**src/rtl/paralelo_a_serial_com_pkg.sv**
```systemverilog
// paralelo_a_serial_com_pkg: shared state encoding and line symbols for the serializer and the receive-side deserializer.
package paralelo_a_serial_com_pkg;
    typedef enum logic {ST_SYNC = 1'b0, ST_LINK = 1'b1} state_e;
    localparam logic [7:0] PHY_COM  = 8'hBC;
    localparam logic [7:0] PHY_IDLE = 8'h7C;
endpackage

```
**src/rtl/paralelo_a_serial_com_if.sv**
```systemverilog
// paralelo_a_serial_com_if: byte handshake in, serial line and status out.
interface paralelo_a_serial_com_if;
    logic [7:0] in;
    logic       valid;
    logic       ready;
    logic       out;
    logic       active;
    logic       byte_start;
    modport master (output in, valid, input ready, out, active, byte_start);
    modport slave (input in, valid, output ready, out, active, byte_start);
endinterface

```
**src/rtl/paralelo_a_serial_com_shift_out8.sv**
```systemverilog
// paralelo_a_serial_com_shift_out8: 8-bit MSB-first shifter; reloads from load_i when last_o is high.
module paralelo_a_serial_com_shift_out8
    import paralelo_a_serial_com_pkg::*;
#(
    parameter logic [7:0] RESET_BYTE = PHY_COM
) (
    input  logic       clk32f,
    input  logic       reset,
    input  logic [7:0] load_i,
    output logic       last_o,
    output logic       out_o,
    output logic       byte_start_o
);
    logic [7:0] sr_q, sr_d;
    logic [2:0] bc_q, bc_d;

    assign last_o = bc_q == 3'd7;

    always_comb begin
        sr_d = last_o ? load_i : {sr_q[6:0], 1'b0};
        bc_d = bc_q + 3'd1;
    end

    always_ff @(posedge clk32f) begin
        if (reset) begin
            sr_q         <= RESET_BYTE;
            bc_q         <= 3'd0;
            out_o        <= 1'b0;
            byte_start_o <= 1'b0;
        end else begin
            sr_q         <= sr_d;
            bc_q         <= bc_d;
            out_o        <= sr_q[7];
            byte_start_o <= bc_q == 3'd0;
        end
    end
endmodule

```
**src/rtl/paralelo_a_serial_com.sv**
```systemverilog
// paralelo_a_serial_com: byte serializer with COM preamble and IDLE fill.
// Define PHY_TX_SKIP_EN to force a COM every SKIP_INTERVAL link slots.
module paralelo_a_serial_com
    import paralelo_a_serial_com_pkg::*;
#(
    parameter logic [7:0] COM_SYMBOL    = PHY_COM,
    parameter logic [7:0] IDLE_SYMBOL   = PHY_IDLE,
    parameter int         COM_COUNT     = 4,
    parameter int         SKIP_INTERVAL = 16
) (
    input  logic                   clk32f,
    input  logic                   reset,
    paralelo_a_serial_com_if.slave bus
);
    localparam int CW = $clog2(COM_COUNT + 1);

    if (COM_COUNT < 1 || SKIP_INTERVAL < 2) begin : g_bad_cfg
        $error("paralelo_a_serial_com: COM_COUNT must be >=1 and SKIP_INTERVAL >=2");
    end

    state_e        state_q, state_d;
    logic [CW-1:0] com_cnt_q, com_cnt_d;
    logic          active_q;
    logic          last;
    logic          skip;
    logic          preamble_more;
    logic [7:0]    load;

    assign preamble_more = int'(com_cnt_q) + 1 < COM_COUNT;

`ifdef PHY_TX_SKIP_EN
    localparam int SW = $clog2(SKIP_INTERVAL);
    logic [SW-1:0] slot_q, slot_d;

    assign skip = state_q == ST_LINK && slot_q == SW'(SKIP_INTERVAL - 1);

    // Held at zero through SYNC so the count starts fresh on entering LINK.
    always_comb begin
        slot_d = (state_q == ST_SYNC || (skip && last)) ? '0 : last ? slot_q + 1'b1 : slot_q;
    end

    always_ff @(posedge clk32f) begin
        if (reset) slot_q <= '0;
        else       slot_q <= slot_d;
    end
`else
    assign skip = 1'b0;
`endif

    always_ff @(posedge clk32f) begin
        if (reset) begin
            state_q   <= ST_SYNC;
            com_cnt_q <= '0;
            active_q  <= 1'b0;
        end else begin
            state_q   <= state_d;
            com_cnt_q <= com_cnt_d;
            active_q  <= state_q == ST_LINK;
        end
    end

    always_comb begin
        state_d   = state_q;
        com_cnt_d = com_cnt_q;
        if (state_q == ST_SYNC && last) begin
            com_cnt_d = com_cnt_q + 1'b1;
            state_d   = preamble_more ? ST_SYNC : ST_LINK;
        end
    end

    always_comb begin
        bus.ready = state_q == ST_LINK && last && !skip;
        load      = state_q == ST_SYNC ? (preamble_more ? COM_SYMBOL : IDLE_SYMBOL)
                  : skip               ? COM_SYMBOL
                  : bus.valid && bus.ready ? bus.in : IDLE_SYMBOL;
    end

    assign bus.active = active_q;

    paralelo_a_serial_com_shift_out8 #(.RESET_BYTE(COM_SYMBOL)) u_shift (
        .clk32f      (clk32f),
        .reset       (reset),
        .load_i      (load),
        .last_o      (last),
        .out_o       (bus.out),
        .byte_start_o(bus.byte_start)
    );
endmodule

```
**src/flat_wrapper.sv**
```systemverilog
// flat-port wrapper written by rule: the top's interface ports become plain ports
module paralelo_a_serial_com_flat import paralelo_a_serial_com_pkg::*;
#(
    parameter logic [7:0] COM_SYMBOL    = PHY_COM,
    parameter logic [7:0] IDLE_SYMBOL   = PHY_IDLE,
    parameter int         COM_COUNT     = 4,
    parameter int         SKIP_INTERVAL = 16
)
  (clk32f, reset, bus_in, bus_valid, bus_ready, bus_out, bus_active, bus_byte_start);
  paralelo_a_serial_com_if bus_i ();
  input  logic clk32f;
  input  logic reset;
  input wire logic [$bits(bus_i.in)-1:0] bus_in;
  input wire logic [$bits(bus_i.valid)-1:0] bus_valid;
  output wire logic [$bits(bus_i.ready)-1:0] bus_ready;
  output wire logic [$bits(bus_i.out)-1:0] bus_out;
  output wire logic [$bits(bus_i.active)-1:0] bus_active;
  output wire logic [$bits(bus_i.byte_start)-1:0] bus_byte_start;
  assign bus_i.in = bus_in;
  assign bus_i.valid = bus_valid;
  assign bus_ready = bus_i.ready;
  assign bus_out = bus_i.out;
  assign bus_active = bus_i.active;
  assign bus_byte_start = bus_i.byte_start;
  paralelo_a_serial_com #(.COM_SYMBOL(COM_SYMBOL), .IDLE_SYMBOL(IDLE_SYMBOL), .COM_COUNT(COM_COUNT), .SKIP_INTERVAL(SKIP_INTERVAL)) u_core (.clk32f(clk32f), .reset(reset), .bus(bus_i));
endmodule
```
**config.mk**
```make
export PLATFORM = sky130hd
export DESIGN_NAME = paralelo_a_serial_com_flat
export DESIGN_NICKNAME = d
export VERILOG_FILES = /design/src/rtl/paralelo_a_serial_com_pkg.sv /design/src/rtl/paralelo_a_serial_com_if.sv /design/src/rtl/paralelo_a_serial_com_shift_out8.sv /design/src/rtl/paralelo_a_serial_com.sv /design/src/flat_wrapper.sv
export SDC_FILE = /design/constraint.sdc
export NUM_CORES = 1
export LEC_CHECK = 0
export CORE_MARGIN = 2
export CORE_UTILIZATION = 25
export CTS_CLUSTER_SIZE = 24
export DETAILED_ROUTE_END_ITERATION = 6
export SLEW_MARGIN = 40
export SYNTH_ARGS = -nofsm -noshare
export SYNTH_HDL_FRONTEND = slang
export SYNTH_HIERARCHICAL = 1
export SYNTH_SLANG_ARGS = --single-unit
```
**constraint.sdc**
```tcl
create_clock -name clk32f -period 2.1 [get_ports clk32f]
set_input_delay 0.525 -clock clk32f [delete_from_list [all_inputs] [get_ports clk32f]]
set_output_delay 0.525 -clock clk32f [all_outputs]
set_load 0.02 [all_outputs]
```
; Word-level counts from Yosys, hierarchy flattened
; Cells that the tools add are included.
[classes]
bitwise_logic = 2
add_sub_neg = 3
eq_ne = 1
n_mux = 5
n_lt_le_gt_ge = 1
n_reduce_logical = 5
[ops]
columns = operator, n
row1 = $lt A32 B4 Y1 const B, 1
row2 = $mux W8, 4
row3 = $add A3 B1 Y3 const B, 2
row4 = $add A3 B1 Y4 const B, 1
row5 = $eq A3 B3 Y1 const B, 1
row6 = $logic_and A1 B1 Y1, 3
row7 = $logic_not A3 Y1, 1
row8 = $not A1 Y1, 2
row9 = $reduce_or A2 Y1, 1
row10 = $mux W1, 1
[word_totals]
out_inout_bits = 4
reg_bits = 18
inputBits = 11

; Depth between registers and ports, before layout
[logic_depth]
depth_word = 6
ltp_mapped = 7
depth_no_buf = 6

; By module
; Netlist, hierarchy kept.
[by_module_without_submodules]
columns = mod, instances, cells_each, seq_area_each_um2, area_per_inst_um2
row1 = paralelo_a_serial_com_shift_out8, 1, 40, 260.2, 473.0
row2 = paralelo_a_serial_com, 1, 34, 100.1, 296.5

; Least setup slack after synthesis
; Ideal clock, no wire load.
[synth_path]
path_type = register to register
startpoint = register u_core.u_shift.bc_q[0]
endpoint = register u_core.u_shift.sr_q[7]
arrival_time_ns = 1.645
setup_time_ns = 0.120
stages_incl_launch_ff = 7
slack_ns = 0.335
path_cell_list = dfxtp_1 > ha_1 > ha_1 > and3_1 > buf_6 > a211o_1 > a211o_2
[synth_between]
elab_chain_len = 6
[synth_rtl]
columns = element, line
row1 = start: declaration, paralelo_a_serial_com_shift_out8.sv:15  ; logic [2:0] bc_q, bc_d;
row2 = start signal: assignment, paralelo_a_serial_com_shift_out8.sv:27  ; bc_q <= 3'd0;
row3 = start signal: assignment, paralelo_a_serial_com_shift_out8.sv:32  ; bc_q <= bc_d;
row4 = $eq A3 B3 Y1, paralelo_a_serial_com_shift_out8.sv:17  ; assign last_o = bc_q == 3'd7;
row5 = via u_core.last, paralelo_a_serial_com.sv:24  ; logic last;
row6 = $logic_and A1 B1 Y1, paralelo_a_serial_com.sv:72  ; bus.ready = state_q == ST_LINK && last && !skip;
row7 = $logic_and A1 B1 Y1, paralelo_a_serial_com.sv:75  ; : bus.valid && bus.ready ? bus.in : IDLE_SYMBOL;
row8 = $mux W8, paralelo_a_serial_com.sv:75
row9 = $mux W8, paralelo_a_serial_com.sv:73  ; load = state_q == ST_SYNC ? (preamble_more ? COM_SYMBOL : IDLE_SYMBOL)
row10 = via u_core.load[7], paralelo_a_serial_com.sv:27  ; logic [7:0] load;
row11 = $mux W8, paralelo_a_serial_com_shift_out8.sv:20  ; sr_d = last_o ? load_i : {sr_q[6:0], 1'b0};
row12 = end signal: assignment, paralelo_a_serial_com_shift_out8.sv:31  ; sr_q <= sr_d;
row13 = end: declaration, paralelo_a_serial_com_shift_out8.sv:14  ; logic [7:0] sr_q, sr_d;
; The timed path passes the listed nets, and every way through them passes these cells.
; A chain may end at the register's enable or synchronous reset.

; Final worst setup path
[layout_path]
startpoint = register u_core.u_shift.bc_q[0]
endpoint = output port bus_ready
[layout_between]
elab_chain_len = 2
[layout_rtl]
columns = element, line
row1 = $eq A3 B3 Y1, paralelo_a_serial_com_shift_out8.sv:17
row2 = via u_core.last, paralelo_a_serial_com.sv:24
row3 = $logic_and A1 B1 Y1, paralelo_a_serial_com.sv:72
row4 = end: declaration, flat_wrapper.sv:15  ; output wire logic [$bits(bus_i.ready)-1:0] bus_ready;
; The timed path passes the listed nets, and every way through them passes these cells.

==> impl_metrics.ini <==
[status]
status = complete, no violations

[placement]
dp_cells = 120
io_buffers = 14
dp_hpwl_um = 905
gp_congestion = 0.643

[hold_path]
whs_path_depth = 1
worst_hold_path_type = reg2reg
worstHoldStart = u_core/u_shift/bc_q[2]$_SDFF_PP0_

[cts]
cts_tree = built
worstSkewPairLatency_ps = 290
hold_buffers = 0
clk_pin_slew_ps = 100
htreeDepth = 1
cts_root_buffer = clkbuf_4
cts_buffers = 3
cts_sinks = 18
cts_buffer_depth = 2

[floorplanning]
coreArea_mm2 = 0.00298
die_x_um = 59.5
row_count = 20
ioPinCount = 15
start_util_pct = 25.8
chipHeight_um = 59.5
die-area_mm2 = 0.00354

[logic_synthesis]
synth_area_um2 = 769
yosysTopAreaCell = dfxtp_1
synth_edf_count = 0
ys_types = 26
avgSynthCellArea_um2 = 10.4
synth_area_leaders = dfxtp_1 47%, ha_1 6.5%, nor2b_1 5.7%
yosysMostFrequentCell = dfxtp_1
yosys.area_share.simple_pct = 25.4
ys.flop_type = dfxtp_1
async_flop_share_pct = 0
synth_xor_area_share_pct = 2.28
synth_adder_area_share_pct = 6.50
yosys_warnings = 6
synth-compound-area-share_pct = 9.59
netlist_top_cells_count = 18 x dfxtp_1, 7 x nor2_1, 7 x nor2b_1
synthCells = 74
synthMuxAreaShare_pct = 3.90
syn_nets = 89
ys_ff_latch = 18
yosysSeqAreaShare_pct = 46.8
netlist.area_leader.share_pct = 46.8
synth_top_family_by_area = simple AND/OR/NAND/NOR gates

[worst_setup_path]
endpoint_kind = output port
path_class = reg2out
cp-startpoint = u_core/u_shift/bc_q[0]$_SDFF_PP0_
path_max_fanout = 3
crit_path_start_kind = register
reg2regPathDepth = 5
r2r-start = u_core/u_shift/bc_q[0]$_SDFF_PP0_
required_ps = 1570
worst_ep_arrival_time_ps = 1350

[pwr]
sw_frac_of_total_pct = 21.2
power.density_mw_per_mm2 = 610
power_switching_uw = 124
p_seq_share_pct = 61.8
p_leak_uw = 0.000408
ir_drop_mv = 0.238
p_clk_share_pct = 28.4
p_int_uw = 460
pwr-share-comb_pct = 9.8

[timing]
worst_pin_slew_ps = 496
setup_violations = 0
hold_ws_ps = 425
tns_ps = 0
min_period_over_period_pct = 89.1
fin_crit_ps = 1870
finClkSkew_ps = 8.29
hold_viol = 0
rsz0062_at_grt = no
slew_viol_final = 0
slew_headroom_pct = 66.8
timing.fmax_mhz = 534

[cells_and_area]
fin_cells = 123
diodes = 0
drive_gt1_share_pct = 14.4
n_fill_cell = 298
finalNetCount = 107
fin_util_pct = 32.1
area_delta_synth_final_pct = 24.2

[drt]
ant_nets = 0
wl_per_cell_um = 9.91
wl_mm = 1.22
drc_errors = 0
via_count = 551
via_per_inst = 4.48
dr.pass1.iters = 4
first_iter_violations = 9

[global_route]
grt_pass1_vias = 507
overflow = 0
antenna_found_initial = 0
track_usage_pct = 8.48
grt_pass1_wl_mm = 2.14
grt_max_degree = 17

[flow_run]
maxCapViolCount = 0
## timing repair
action	CTS	global route
cloned	0	0
gates resized for setup	1	2
setup buffers	0	0
endpoints found under the setup margin	1	1
## worst paths after layout
kind         slack [ps]                                      to
max                 230                               bus_ready
min                 430  u_core/u_shift/byte_start_o$_SDFF_PP0_
max reg2reg         350       u_core/u_shift/sr_q[7]$_SDFF_PP1_
min reg2reg         430  u_core/u_shift/byte_start_o$_SDFF_PP0_
## power groups by stage
stage / clock [uW] / sequential, uW / combinational, uW
finish: 165 / 361 / 57.1
global placement: 0 / 368 / 58.2
floorplan: 0 / 372 / 23.3
CTS: 178 / 361 / 58.4
detailed placement: 0 / 369 / 58.2
global route: 194 / 363 / 63.3
## layout make-up
class	count	area, um2	share of cell area, %
clock buffer	3	22.5	2.36
inverter	4	15.0	1.57
multi-input combinational	49	367	38.4
sequential	18	360	37.7
tap	33	41.3	4.32
timing repair buffer	16	150	15.7
## worst max-delay path: stages, from the launching register on
cell and delay [ps]:
dfxtp_1 340, ha_1 200, ha_1 210, and2_1 160
clkbuf_2 150
## metrics by stage
stage | worst slack (ps) | instance area [um2] | power, uW
after floorplan | 335 | 769 | 395
after global placement | 158 | 938 | 427
after detailed placement | 133 | 938 | 427
after CTS | 41.3 | 960 | 598
after global routing | 120 | 956 | 619
final | 229 | 956 | 583
## cells in the final DEF (no fill, tap or decap)
cell type,instances
a211o_1,3
a211o_2,3
a211oi_1,1
a41o_1,1
and2_1,3
and2b_1,1
and3_1,1
and3b_2,1
and4b_1,1
buf_4,2
clkbuf_2,1
clkbuf_4,3
clkdlybuf4s50_1,13
dfxtp_1,18
ha_1,4
inv_1,4
mux2i_1,3
nand2_1,1
nand2b_1,4
nand3_1,1
nand3b_1,1
nor2_1,7
nor2b_1,7
nor2b_2,2
nor3b_1,1
or2_2,1
xnor2_1,1
xor2_1,1
## routing by layer
layer  GRT usage, %  wire length [um]  part of all wire, %  vias to the layer above
li1               -                 -                    -                      282
met1           9.47               564                   46                      256
met2           13.2               578                   47                       11
met3           3.28                47                  3.9                        2
met4           5.84                29                  2.4                        0
met5              0                 0                    0                        -
## sequential cells by signal, indices dropped and copies added, names as in the netlist
register,cells
u_core/u_shift/bc_q,3
u_core/u_shift/out_o,1
u_core/com_cnt_q,3
u_core/u_shift/sr_q,8
u_core/state_q,1
u_core/bus.active,1
u_core/u_shift/byte_start_o,1
## kinds of logic after synthesis
logic type	count (synthesis)
buf+inv	7
fa+ha+maj	4
mux	3
xor+xnor	2
simple gates	32
flops	18
compound gates	8
(Power assumes the default switching activity.)
